## src/rtl/fx_mst.sv

```systemverilog
// Byte-command register master: opcode + 3 address bytes (+ data) -> fx_wr/fx_rd strobes, read data returned on rsp.
// Strobe 1 cycle after last byte; read data RD_LAT+1 cycles after fx_rd; cmd_rdy low from strobe until response taken, rsp held until rsp_rdy.
module fx_mst #(
    parameter int RD_LAT  = 2,
    parameter int TIMEOUT = 1000
) (
    input  logic        clk_sys,
    input  logic        rst,
    input  logic [7:0]  cmd_data,
    input  logic        cmd_vld,
    output logic        cmd_rdy,
    output logic [7:0]  rsp_data,
    output logic        rsp_vld,
    input  logic        rsp_rdy,
    output logic [21:0] fx_waddr,
    output logic [7:0]  fx_data,
    output logic        fx_wr,
    output logic [21:0] fx_raddr,
    output logic        fx_rd,
    input  logic [7:0]  fx_q,
    output logic [7:0]  err_cnt
);
    localparam logic [7:0]  OP_WR    = 8'h57;
    localparam logic [7:0]  OP_RD    = 8'h52;
    localparam logic [3:0]  LAT_LAST = 4'(RD_LAT);
    localparam logic [15:0] TMO_LAST = 16'(TIMEOUT - 1);

    typedef enum logic [3:0] {
        S_IDLE,
        S_ADR2,
        S_ADR1,
        S_ADR0,
        S_DAT,
        S_WR,
        S_RD,
        S_WAIT,
        S_RSP
    } state_t;

    state_t      state_q, state_d;
    logic        cmd_rdy_q, cmd_rdy_d;
    logic        is_wr_q, is_wr_d;
    logic [21:0] addr_q, addr_d;
    logic [21:0] fx_waddr_q, fx_waddr_d;
    logic [7:0]  fx_data_q, fx_data_d;
    logic [21:0] fx_raddr_q, fx_raddr_d;
    logic [7:0]  rsp_data_q, rsp_data_d;
    logic [7:0]  err_cnt_q, err_cnt_d;
    logic [3:0]  lat_cnt_q, lat_cnt_d;
    logic [15:0] tmo_cnt_q, tmo_cnt_d;
    logic        cmd_acc;
    logic        bad_op;
    logic        timeout;

    assign cmd_acc = cmd_vld & cmd_rdy_q;

    always_comb begin
        state_d    = state_q;
        is_wr_d    = is_wr_q;
        addr_d     = addr_q;
        fx_waddr_d = fx_waddr_q;
        fx_data_d  = fx_data_q;
        fx_raddr_d = fx_raddr_q;
        rsp_data_d = rsp_data_q;
        err_cnt_d  = err_cnt_q;
        lat_cnt_d  = '0;
        tmo_cnt_d  = '0;
        bad_op     = 1'b0;
        timeout    = 1'b0;

        case (state_q)
            S_IDLE: begin
                if (cmd_acc) begin
                    if (cmd_data == OP_WR || cmd_data == OP_RD) begin
                        state_d = S_ADR2;
                        is_wr_d = (cmd_data == OP_WR);
                    end else begin
                        bad_op = 1'b1;
                    end
                end
            end
            S_ADR2, S_ADR1, S_ADR0, S_DAT: begin
                if (cmd_acc) begin
                    // 22-bit shift drops A2[7:6] once all three address bytes are in
                    if (state_q != S_DAT) begin
                        addr_d = {addr_q[13:0], cmd_data};
                    end
                    case (state_q)
                        S_ADR2: state_d = S_ADR1;
                        S_ADR1: state_d = S_ADR0;
                        S_ADR0: begin
                            if (is_wr_q) begin
                                state_d = S_DAT;
                            end else begin
                                state_d    = S_RD;
                                fx_raddr_d = {addr_q[13:0], cmd_data};
                            end
                        end
                        default: begin
                            state_d    = S_WR;
                            fx_waddr_d = addr_q;
                            fx_data_d  = cmd_data;
                        end
                    endcase
                end else if (tmo_cnt_q == TMO_LAST) begin
                    state_d = S_IDLE;
                    timeout = 1'b1;
                end else begin
                    tmo_cnt_d = tmo_cnt_q + 16'd1;
                end
            end
            S_WR: state_d = S_IDLE;
            S_RD: begin
                state_d   = S_WAIT;
                lat_cnt_d = 4'd1;
            end
            S_WAIT: begin
                if (lat_cnt_q == LAT_LAST) begin
                    rsp_data_d = fx_q;
                    state_d    = S_RSP;
                end else begin
                    lat_cnt_d = lat_cnt_q + 4'd1;
                end
            end
            S_RSP: begin
                if (rsp_rdy) begin
                    state_d = S_IDLE;
                end
            end
            default: state_d = S_IDLE;
        endcase

        if ((bad_op || timeout) && err_cnt_q != 8'hFF) begin
            err_cnt_d = err_cnt_q + 8'd1;
        end

        // Registered so cmd_rdy stays low through reset and rises on the first clock after it
        cmd_rdy_d = (state_d == S_IDLE) || (state_d == S_ADR2) || (state_d == S_ADR1) ||
                    (state_d == S_ADR0) || (state_d == S_DAT);
    end

    always_ff @(posedge clk_sys or posedge rst) begin
        if (rst) begin
            state_q    <= S_IDLE;
            cmd_rdy_q  <= 1'b0;
            is_wr_q    <= 1'b0;
            addr_q     <= '0;
            fx_waddr_q <= '0;
            fx_data_q  <= '0;
            fx_raddr_q <= '0;
            rsp_data_q <= '0;
            err_cnt_q  <= '0;
            lat_cnt_q  <= '0;
            tmo_cnt_q  <= '0;
        end else begin
            state_q    <= state_d;
            cmd_rdy_q  <= cmd_rdy_d;
            is_wr_q    <= is_wr_d;
            addr_q     <= addr_d;
            fx_waddr_q <= fx_waddr_d;
            fx_data_q  <= fx_data_d;
            fx_raddr_q <= fx_raddr_d;
            rsp_data_q <= rsp_data_d;
            err_cnt_q  <= err_cnt_d;
            lat_cnt_q  <= lat_cnt_d;
            tmo_cnt_q  <= tmo_cnt_d;
        end
    end

    assign cmd_rdy  = cmd_rdy_q;
    assign fx_wr    = (state_q == S_WR);
    assign fx_rd    = (state_q == S_RD);
    assign rsp_vld  = (state_q == S_RSP);
    assign rsp_data = rsp_data_q;
    assign fx_waddr = fx_waddr_q;
    assign fx_data  = fx_data_q;
    assign fx_raddr = fx_raddr_q;
    assign err_cnt  = err_cnt_q;

endmodule

```

## config.mk

```make
export PLATFORM = sky130hd
export DESIGN_NAME = fx_mst
export DESIGN_NICKNAME = d
export VERILOG_FILES = /design/src/rtl/fx_mst.sv
export SDC_FILE = /design/constraint.sdc
export NUM_CORES = 1
export LEC_CHECK = 0
export BUFFER_PORTS_ARGS = -buffer_cell sky130_fd_sc_hd__buf_2
export CORE_MARGIN = 3
export CORE_UTILIZATION = 50
export DETAILED_ROUTE_END_ITERATION = 12
export HOLD_SLACK_MARGIN = 0.05
export PLACE_DENSITY_LB_ADDON = 0.15
export SETUP_SLACK_MARGIN = 0.15
export SKIP_CTS_REPAIR_TIMING = 1
export SLEW_MARGIN = 25
export SYNTH_ARGS = -nofsm -noshare
export SYNTH_HDL_FRONTEND = slang
export SYNTH_SLANG_ARGS = --single-unit
export TNS_END_PERCENT = 10
```

## constraint.sdc

```tcl
create_clock -name clk_sys -period 8.5 [get_ports clk_sys]
set_input_delay 0 -clock clk_sys [delete_from_list [all_inputs] [get_ports clk_sys]]
set_output_delay 0 -clock clk_sys [all_outputs]
set_load 0.02 [all_outputs]
```

==> results_dict.tcl, run 1 <==
set metrics [dict create \
    status "completed" \
    power_density_mw_per_mm2 302 \
    period_share_pct 26.1 \
    crit_family "simple AND/OR/NAND/NOR gates" \
    synth_compound_area_share_pct 3.46 \
    h-tree-depth 4 \
    yosys_warnings 0 \
    overflow 0 \
    regArea_sq_mm 0.00290 \
    grt_max_degree 88 \
    synthMuxAreaShare_pct 20.3 \
    fin_tns_setup_ns 0 \
    max_freq_ghz 0.450 \
    cts_tree "yes" \
    placed_cell_area_sq_mm 0.00548 \
    grt_antenna_before_repair 0 \
    ant_nets 0 \
    gp_congestion 0.778 \
    nets 502 \
    rsz0062_at_grt "no" \
    cp.arrival_ns 2.62 \
    p_leak_nw 3.16 \
    diodes 0 \
    cap_violations 0 \
    crit_buf_inv 0 \
    min_path_type "in2reg" \
    skew_ns 0.00806 \
    worstMarginPinSlew_ns 0.774 \
    slew_viol_final 0 \
    drive_above_1_share_pct 45.4 \
    synth_ff_type "dfrtp_1" \
    cts-buffers-inserted 17 \
    portBuffers 91 \
    cts_root_buf "clkbuf_8" \
    cts.path.max_buffers 2 \
    setup_viol 0 \
    ys_seq_area_share_pct 59.4 \
    drtIter0Drc 95 \
    synth_edf_count 0 \
    path_clk_slew_ns 0.06 \
    relSlewSlack_pct 48.4 \
    grt_pass1_wl_mm 16.4 \
    synth_cell_types 44 \
    chipHeight_um 105 \
    syn_to_final_growth_pct 28.9 \
    async_flop_share_pct 100 \
    endpoint_kind "flip-flop" \
    gr-usage-all-layers_pct 18.5 \
    die-area_sq_mm 0.0110 \
    critPathRequiredTime_ns 8.89 \
    die_x_um 105 \
    multi_input_area_sq_mm 0.00191 \
    wire_per_inst_um 15.6 \
    drc_errors 0 \
    synth.avg_cell_area_sq_um 13.6 \
    design_area_sq_mm 0.00630 \
    path_max_fanout 13 \
    start_kind "flip-flop" \
    final-hold-violation-count 0 \
    cpPeakStageDelay_ns 0.53 \
    synth_top_family_by_area "multiplexers" \
    ys_ff_latch 116 \
    avgViaCountPerCell 5.18 \
    syn-cell-area_sq_mm 0.00488 \
    path_cells "nor2_2 -> mux2i_1 -> o32ai_4 -> and2_4 -> mux2_1" \
    crit_type "reg2reg" \
    ir_drop_v 0.000204 \
    hold_ws_ns 0.0903 \
    synthSimpleGateAreaFrac_pct 10.7 \
    synth_fa_ha_area_share_pct 1.02 \
    clock-sinks 116 \
    hpwl_mm 6.25 \
    via_count 3213 \
    fillerInstances 712 \
    coreArea_sq_mm 0.00937 \
    layout_min_cycle_time_ns 2.22 \
    start_util_pct 52.1 \
    grt_pass1_vias 3313 \
    synth_xor_area_share_pct 3.23 \
    finish.utilization_pct 67.2 \
    detail_route.wirelength_mm 9.68 \
    post-place-ws_ns 6.30 \
    syn_inst 359 \
    num_rows 35 \
    io_pins 92 \
    dr.pass1.iters 5 \
    insertion_delay_ns 0.52 \
    cp_slowest_cell "dfrtp_1" \
    syn-num-nets 383 \
    setup_ws_ns 6.28 \
]
synth_stat cells (5+ instances only):
cell type  instances  area (sq um)
buf_2              7          35.0
mux2_2            84           946
nor3_1             5          25.0
nand2_1           14          52.6
a31oi_1            5          31.3
a21oi_1            9          45.0
inv_1              6          22.5
xor2_1            11          96.3
dfrtp_1          116          2900
xnor2_1            7          61.3
nand4_1            5          31.3
nand3_1           15          75.1
nor2_1            25          93.8
state kept, by name (all words and copies together), names as in the netlist:
name / cells
rsp_data: 8
is_wr_q: 1
fx_data: 8
fx_raddr: 22
lat_cnt_q: 4
err_cnt: 8
addr_q: 22
state_q: 4
fx_waddr: 22
cmd_rdy: 1
tmo_cnt_q: 16
cell usage in the layout, fill, tap and decap left out, types with 2 or more instances in the layout:
| master | instances |
|---|---|
| dfrtp_1 | 116 |
| buf_2 | 91 |
| mux2_2 | 84 |
| nor2_1 | 24 |
| dlygate4sd3_1 | 19 |
| clkbuf_16 | 16 |
| nand3_1 | 15 |
| nand2_1 | 14 |
| xor2_1 | 11 |
| a21oi_1 | 9 |
| xnor2_1 | 7 |
| inv_6 | 7 |
| a31oi_1 | 5 |
| nand4_1 | 5 |
| inv_1 | 5 |
| and3_1 | 4 |
| nor3_1 | 4 |
| ha_1 | 4 |
| bufinv_16 | 4 |
| o211ai_1 | 3 |
| o21ai_0 | 3 |
| nand4bb_1 | 2 |
| nor2b_1 | 2 |
| mux2i_1 | 2 |
| nor4_4 | 2 |
| nor3b_1 | 2 |
| or3_1 | 2 |
| clkinv_4 | 2 |
| buf_4 | 2 |
final timing paths:
path | from | to | slack (ns) | cells after the start
setup / recovery | state_q[0] | err_cnt[1] | 6.28 | 5
hold / removal | cmd_vld | state_q[1] | 0.09 | 5
setup reg to reg | state_q[0] | err_cnt[1] | 6.28 | 5
hold reg to reg | tmo_cnt_q[0] | tmo_cnt_q[0] | 0.46 | 1
max in group asynchronous | rst | lat_cnt_q[1] | 6.82 | 5
min in group asynchronous | rst | fx_waddr[9] | 0.60 | 4
cell type report:
| type | count | area share (%) |
|---|---|---|
| flip-flops and latches | 116 | 46.1 |
| multi-input cells | 224 | 30.3 |
| repair buffers | 113 | 10.7 |
| clock buffers | 17 | 6.58 |
| clock inverters | 15 | 3.42 |
| well taps | 129 | 2.56 |
| inverters | 6 | 0.397 |
report_power, final:
part	switching [W]	leakage, nW	internal, W
Clock	0.000269	0.311	0.000485
Combinational	0.000225	1.29	0.000179
Sequential	0.0000850	1.56	0.000659
per-layer routing:
| layer | wire (um) | share of wire, % | track usage (%) | vias to the layer above |
|---|---|---|---|---|
| met4 | 85 | 0.88 | 5.34 | 0 |
| met3 | 477 | 4.9 | 5.93 | 10 |
| li1 | - | - | - | 1523 |
| met2 | 4780 | 49 | 29.7 | 79 |
| met5 | 0 | 0 | 0 | - |
| met1 | 4330 | 45 | 24.1 | 1601 |
logic make-up (layout without fill, tap and decap cells):
kind of cell	after synthesis	after routing
AOI/OAI and AO/OA	24	24
buffers and inverters	19	151
DFF	116	116
adders and majority gates	4	4
and+or+nand+nor	90	90
xor gates and xnor gates	18	18
muxes	88	88
stage by stage:
stage               instances  power [W]
floorplan                 359    0.00102
global placement          569    0.00114
detailed placement        569    0.00115
CTS                       601    0.00191
global route              620    0.00200
finish                    620    0.00190
worst min-delay path: stages:
cell,delay [ns]
buf_2,0.11
a31oi_1,0.10
a21oi_1,0.13
o211ai_1,0.13
nand2_1,0.09
Power figures use the tool's default switching activity.
==> run 2, diff against run 1 <==
--- a/config.mk
+++ b/config.mk
@@ -5,6 +5,7 @@
 export SDC_FILE = /design/constraint.sdc
 export NUM_CORES = 1
 export LEC_CHECK = 0
+export ABC_AREA = 1
 export BUFFER_PORTS_ARGS = -buffer_cell sky130_fd_sc_hd__buf_2
 export CORE_MARGIN = 3
 export CORE_UTILIZATION = 50
==> constraint.sdc (replaced) <==
create_clock -name clk_sys -period 2.1 [get_ports clk_sys]
set_input_delay 0 -clock clk_sys [delete_from_list [all_inputs] [get_ports clk_sys]]
set_output_delay 0 -clock clk_sys [all_outputs]
set_load 0.02 [all_outputs]
==> results_dict.tcl, run 2 <==
set metrics [dict create \
    die_x_um 107 \
    synth_edf_count 0 \
    yosys_warnings 0 \
    clock-sinks 116 \
    wl_met1_mm 4.76 \
    async_flop_share_pct 100 \
    diodes 0 \
    cts_tree "yes" \
    multi_input_area_sq_mm 0.00183 \
    final_cell_mix "nand2_1, dfrtp_1, buf_2" \
    synth_top_area_cell "dfrtp_1" \
    gr-usage-all-layers_pct 19.3 \
    hold_ws_ns 0.184 \
    grt_pass1_wl_mm 17.7 \
    cts.path.max_buffers 2 \
    cts-buffers-inserted 17 \
    num_rows 36 \
    p_leak_nw 3.26 \
    gp_congestion 0.885 \
    avgViaCountPerCell 4.85 \
    chipHeight_um 107 \
    ys_ff_latch 116 \
    drc_errors 0 \
    wl_met2_mm 5.29 \
    via_count 3937 \
    syn-cell-area_sq_mm 0.00511 \
    cts_root_buf "clkbuf_8" \
    cpPeakStageDelay_ns 0.44 \
    ant_nets 0 \
    period_share_pct 83.3 \
    detail_route.wirelength_mm 10.6 \
    path_cells "ha_1 -> nand3_1 -> nor3_1 -> nand3_2 -> nand2_4 -> nand2_1 -> nand2_1" \
    critPathLaunch "err_cnt[0]" \
    slew_viol_final 0 \
    cp.arrival_ns 2.19 \
    ys_seq_area_share_pct 56.8 \
    endpoint_kind "flip-flop" \
    syn_inst 548 \
    power_density_mw_per_mm2 1300 \
    cpMostUsedCell "nand2_1" \
    portBuffers 91 \
    h-tree-depth 4 \
    layout_min_cycle_time_ns 1.75 \
    fillerInstances 784 \
    critPathRequiredTime_ns 2.54 \
    nets 690 \
    cap_violations 0 \
    min_path_type "in2async" \
    synth.avg_cell_area_sq_um 9.32 \
    ir_drop_v 0.000798 \
    start_util_pct 51.8 \
    coreArea_sq_mm 0.00986 \
    path_clk_slew_ns 0.06 \
    dr.pass1.iters 4 \
    die-area_sq_mm 0.0115 \
    synth_ff_type "dfrtp_1" \
    overflow 0 \
    setup_viol 0 \
    synth_top_area_share_pct 56.8 \
    r2r-start "err_cnt[0]" \
    crit_buf_inv 0 \
    drive_above_1_share_pct 26.7 \
    routed.top_layer "met4" \
    final-hold-violation-count 0 \
    grt_pass1_vias 3797 \
    hpwl_mm 7.08 \
    synth_area_leaders "dfrtp_1, nand2_1, o21ai_0" \
    synth_cell_types 34 \
    met3_length_um 375 \
    insertion_delay_ns 0.50 \
    skew_ns 0.00977 \
    synthMostInstantiatedCell "nand2_1" \
    rsz0062_at_grt "no" \
    syn_to_final_growth_pct 26.8 \
    fin_tns_setup_ns 0 \
    max_freq_ghz 0.571 \
    grt_antenna_before_repair 0 \
    ys_top_cells_by_count "nand2_1, dfrtp_1, inv_1" \
    crit_family "simple AND/OR/NAND/NOR gates" \
    setup_ws_ns 0.350 \
    path_max_fanout 9 \
    start_kind "flip-flop" \
    status "completed" \
    cp_slowest_cell "dfrtp_1" \
    mostFrequentLayoutCell "nand2_1" \
    crit_type "reg2reg" \
    wire_per_inst_um 13.1 \
    relSlewSlack_pct 58.0 \
    syn-num-nets 572 \
    io_pins 92 \
    finish.utilization_pct 65.7 \
    regArea_sq_mm 0.00290 \
    grt_max_degree 117 \
    worstMarginPinSlew_ns 0.629 \
    drtIter0Drc 179 \
    post-place-ws_ns 0.396 \
]
[run 2: cell count changes in the layout (fill, tap and decap cells not counted), sizes merged, moves of 10 or more]
cell	before	now
nor2	26	36
o21ai	3	81
nor3	5	15
mux2	86	9
inv	14	69
nand2	14	148
nand3	15	28
[run 2: worst reg2reg max path: stages, from the launching register on]
cell and delay, ns:
dfrtp_1 0.44, ha_1 0.21, nand3_1 0.12, nor3_1 0.33, nand3_2 0.28, nand2_4 0.20
nand2_1 0.06, nand2_1 0.06
[run 2: layout make-up]
class,instances,share of cell area (%)
Timing Repair Buffer,114,10.8
Clock inverter,14,3.11
Clock buffer,17,6.39
Inverter,67,4.02
Multi-Input combinational cell,350,28.3
Tap cell,133,2.57
Sequential cell,116,44.8
[run 2: kinds of logic (layout without fill, tap and decap cells)]
kind of cell / after synthesis / after routing / synth area share, %
AND/OR/NAND/NOR: 235 / 235 / 20.1
flip-flops: 116 / 116 / 56.8
AO/OA/AOI/OAI: 91 / 91 / 10.9
buffers and inverters: 82 / 212 / 7.37
XOR/XNOR: 11 / 11 / 1.89
multiplexers: 9 / 9 / 1.98
adder cells (fa/ha/maj): 4 / 4 / 0.979
[run 2: where the power goes]
part / internal (W) / switching [W] / leakage, nW / total, W
combinational: 0.000736 / 0.00153 / 1.46 / 0.00226
clock: 0.00194 / 0.00104 / 0.289 / 0.00298
sequential: 0.00284 / 0.000343 / 1.51 / 0.00318
total: 0.00551 / 0.00291 / 3.26 / 0.00842
[run 2: metrics by stage]
stage	cell area, sq um	total power, W	instances
global placement	5670	0.00541	761
CTS	6290	0.00849	792
detailed placement	5670	0.00548	761
floorplan	5110	0.00472	548
finish	6480	0.00842	811
global route	6480	0.00894	811
[run 2: worst paths after layout]
kind	endpoint	slack (ns)	cells after the start
max	err_cnt[6]	0.35	7
min	fx_waddr[7]	0.18	4
max reg2reg	err_cnt[6]	0.35	7
min reg2reg	tmo_cnt_q[0]	0.47	1
max in group asynchronous	fx_raddr[9]	1.41	4
min in group clk_sys	state_q[3]	0.26	3
[run 2: per-layer routing]
layer,global-route usage (%),vias to the layer above
met3,5.30,14
met4,6.48,0
met5,0,-
met2,32.3,74
li1,-,1990
met1,24.1,1859
==> run 3, diff against run 2 <==
==> constraint.sdc (replaced) <==
create_clock -name clk_sys -period 1.56 [get_ports clk_sys]
set_input_delay 0 -clock clk_sys [delete_from_list [all_inputs] [get_ports clk_sys]]
set_output_delay 0 -clock clk_sys [all_outputs]
set_load 0.02 [all_outputs]
==> results_dict.tcl, run 3 (synthesis results as in run 2) <==
set metrics [dict create \
    rsz0062_at_grt "yes" \
    path_clk_slew_ns 0.06 \
    drc_errors 0 \
    setup_ws_ns -0.00901 \
    wire_per_inst_um 13.7 \
    nets 725 \
    detail_route.wirelength_mm 11.6 \
    io_pins 92 \
    diodes 0 \
    gr-usage-all-layers_pct 20.7 \
    via_count 4184 \
    finish.utilization_pct 69.7 \
    critPathRequiredTime_ns 1.97 \
    hpwl_mm 7.87 \
    insertion_delay_ns 0.51 \
    skew_ns 0.00674 \
    start_util_pct 51.8 \
    period_share_pct 101 \
    cts_tree "yes" \
    fillerInstances 723 \
    crit_type "reg2reg" \
    grt_pass1_wl_mm 18.6 \
    num_rows 36 \
    drive_above_1_share_pct 35.1 \
    dp_cells 790 \
    worstMarginPinSlew_ns 0.347 \
    relSlewSlack_pct 76.8 \
    grt_max_degree 66 \
    ant_nets 0 \
    cts_root_buf "clkbuf_8" \
    cts-buffers-inserted 17 \
    start_kind "flip-flop" \
    min_path_type "in2reg" \
    slew_viol_final 0 \
    endpoint_kind "flip-flop" \
    drtIter0Drc 277 \
    h-tree-depth 4 \
    violations "setup timing" \
    layout_min_cycle_time_ns 1.57 \
    overflow 0 \
    cap_violations 0 \
    status "finished with violations" \
    ir_drop_v 0.000889 \
    syn_to_final_growth_pct 34.5 \
    chipHeight_um 107 \
    grt_pass1_vias 3959 \
    gp_congestion 0.891 \
    dr.pass1.iters 4 \
    clock-sinks 116 \
    post-place-ws_ns -0.00380 \
    setup_viol 1 \
    die_x_um 107 \
    power_density_mw_per_mm2 1640 \
    p_leak_nw 3.47 \
    grt_antenna_before_repair 0 \
    final_cell_mix "nand2_1, dfrtp_1, buf_2" \
    die-area_sq_mm 0.0115 \
    avgViaCountPerCell 4.95 \
    coreArea_sq_mm 0.00986 \
    max_freq_ghz 0.637 \
    final-hold-violation-count 0 \
    cts.path.max_buffers 2 \
    cp.arrival_ns 1.98 \
    path_max_fanout 8 \
    mostFrequentLayoutCell "nand2_1" \
    portBuffers 91 \
    stdcell_count 845 \
]
-- run 3: changes by cell type in the layout (fill, tap and decap cells not counted), moves of 6 or more --
| cell | before | now |
|---|---|---|
| buf_4 | 2 | 29 |
| nand2_2 | 6 | 17 |
| o21ai_0 | 58 | 52 |
| nor3_1 | 14 | 8 |
| clkinv_2 | 1 | 7 |
| buf_6 | 0 | 6 |
| nand2_1 | 140 | 127 |
| nor2_1 | 32 | 25 |
-- run 3: power breakdown --
part	internal, W	total (W)	switching [W]
clock	0.00211	0.00340	0.00130
sequential	0.00383	0.00427	0.000445
combinational	0.00133	0.00357	0.00225
total	0.00726	0.0112	0.00399
-- run 3: path summary, 6_finish.rpt --
path | start | cells past startpoint | slack (ns) | to
setup / recovery | tmo_cnt_q[0] | 10 | -0.009 | err_cnt[2]
hold / removal | fx_q[0] | 3 | 0.25 | rsp_data[0]
setup reg to reg | tmo_cnt_q[0] | 10 | -0.009 | err_cnt[2]
hold reg to reg | fx_data[7] | 2 | 0.47 | fx_data[7]
max in group asynchronous | rst | 5 | 0.31 | state_q[2]
min in group asynchronous | rst | 4 | 0.59 | fx_waddr[8]
-- run 3: area by class of cell --
cell class              count  area (sq um)  share of cell area [%]
clock buffers              19           432                    6.28
clock inverters            11          88.8                    1.29
inverters                  67           260                    3.79
multi-input cells         350          1990                    29.0
flip-flops and latches    116          2910                    42.3
well taps                 133           166                    2.42
repair buffers            149          1030                    14.9
-- run 3: per-stage QoR --
stage | power [W] | TNS [ns] | instance area (sq um) | hold slack, ns
global placement | 0.00751 | 0 | 5930 | -0.00359
CTS | 0.0111 | -0.205 | 6450 | -0.553
finish | 0.0112 | -0.00901 | 6870 | 0.247
floorplan | 0.00636 | 0 | 5120 | 0.121
global route | 0.0120 | -1.82 | 6870 | 0.243
detailed placement | 0.00761 | -0.00380 | 5930 | -0.00735
-- run 3: per-layer routing --
metal | global-route usage, % | vias up | part of all wire, %
li1 | - | 2058 | -
met1 | 26.6 | 2006 | 43
met2 | 32.7 | 99 | 51
met3 | 5.84 | 21 | 4.2
met4 | 8.86 | 0 | 2.0
met5 | 0 | - | 0
-- run 3: worst max-delay path: stages (launching register included) --
cell,delay (ns)
dfrtp_1,0.35
ha_2,0.19
nand2_2,0.08
inv_2,0.07
nand2_2,0.04
nor2_2,0.12
nand3_2,0.13
o21ai_4,0.22
nand2_4,0.12
nand2_1,0.09
nand2_1,0.05
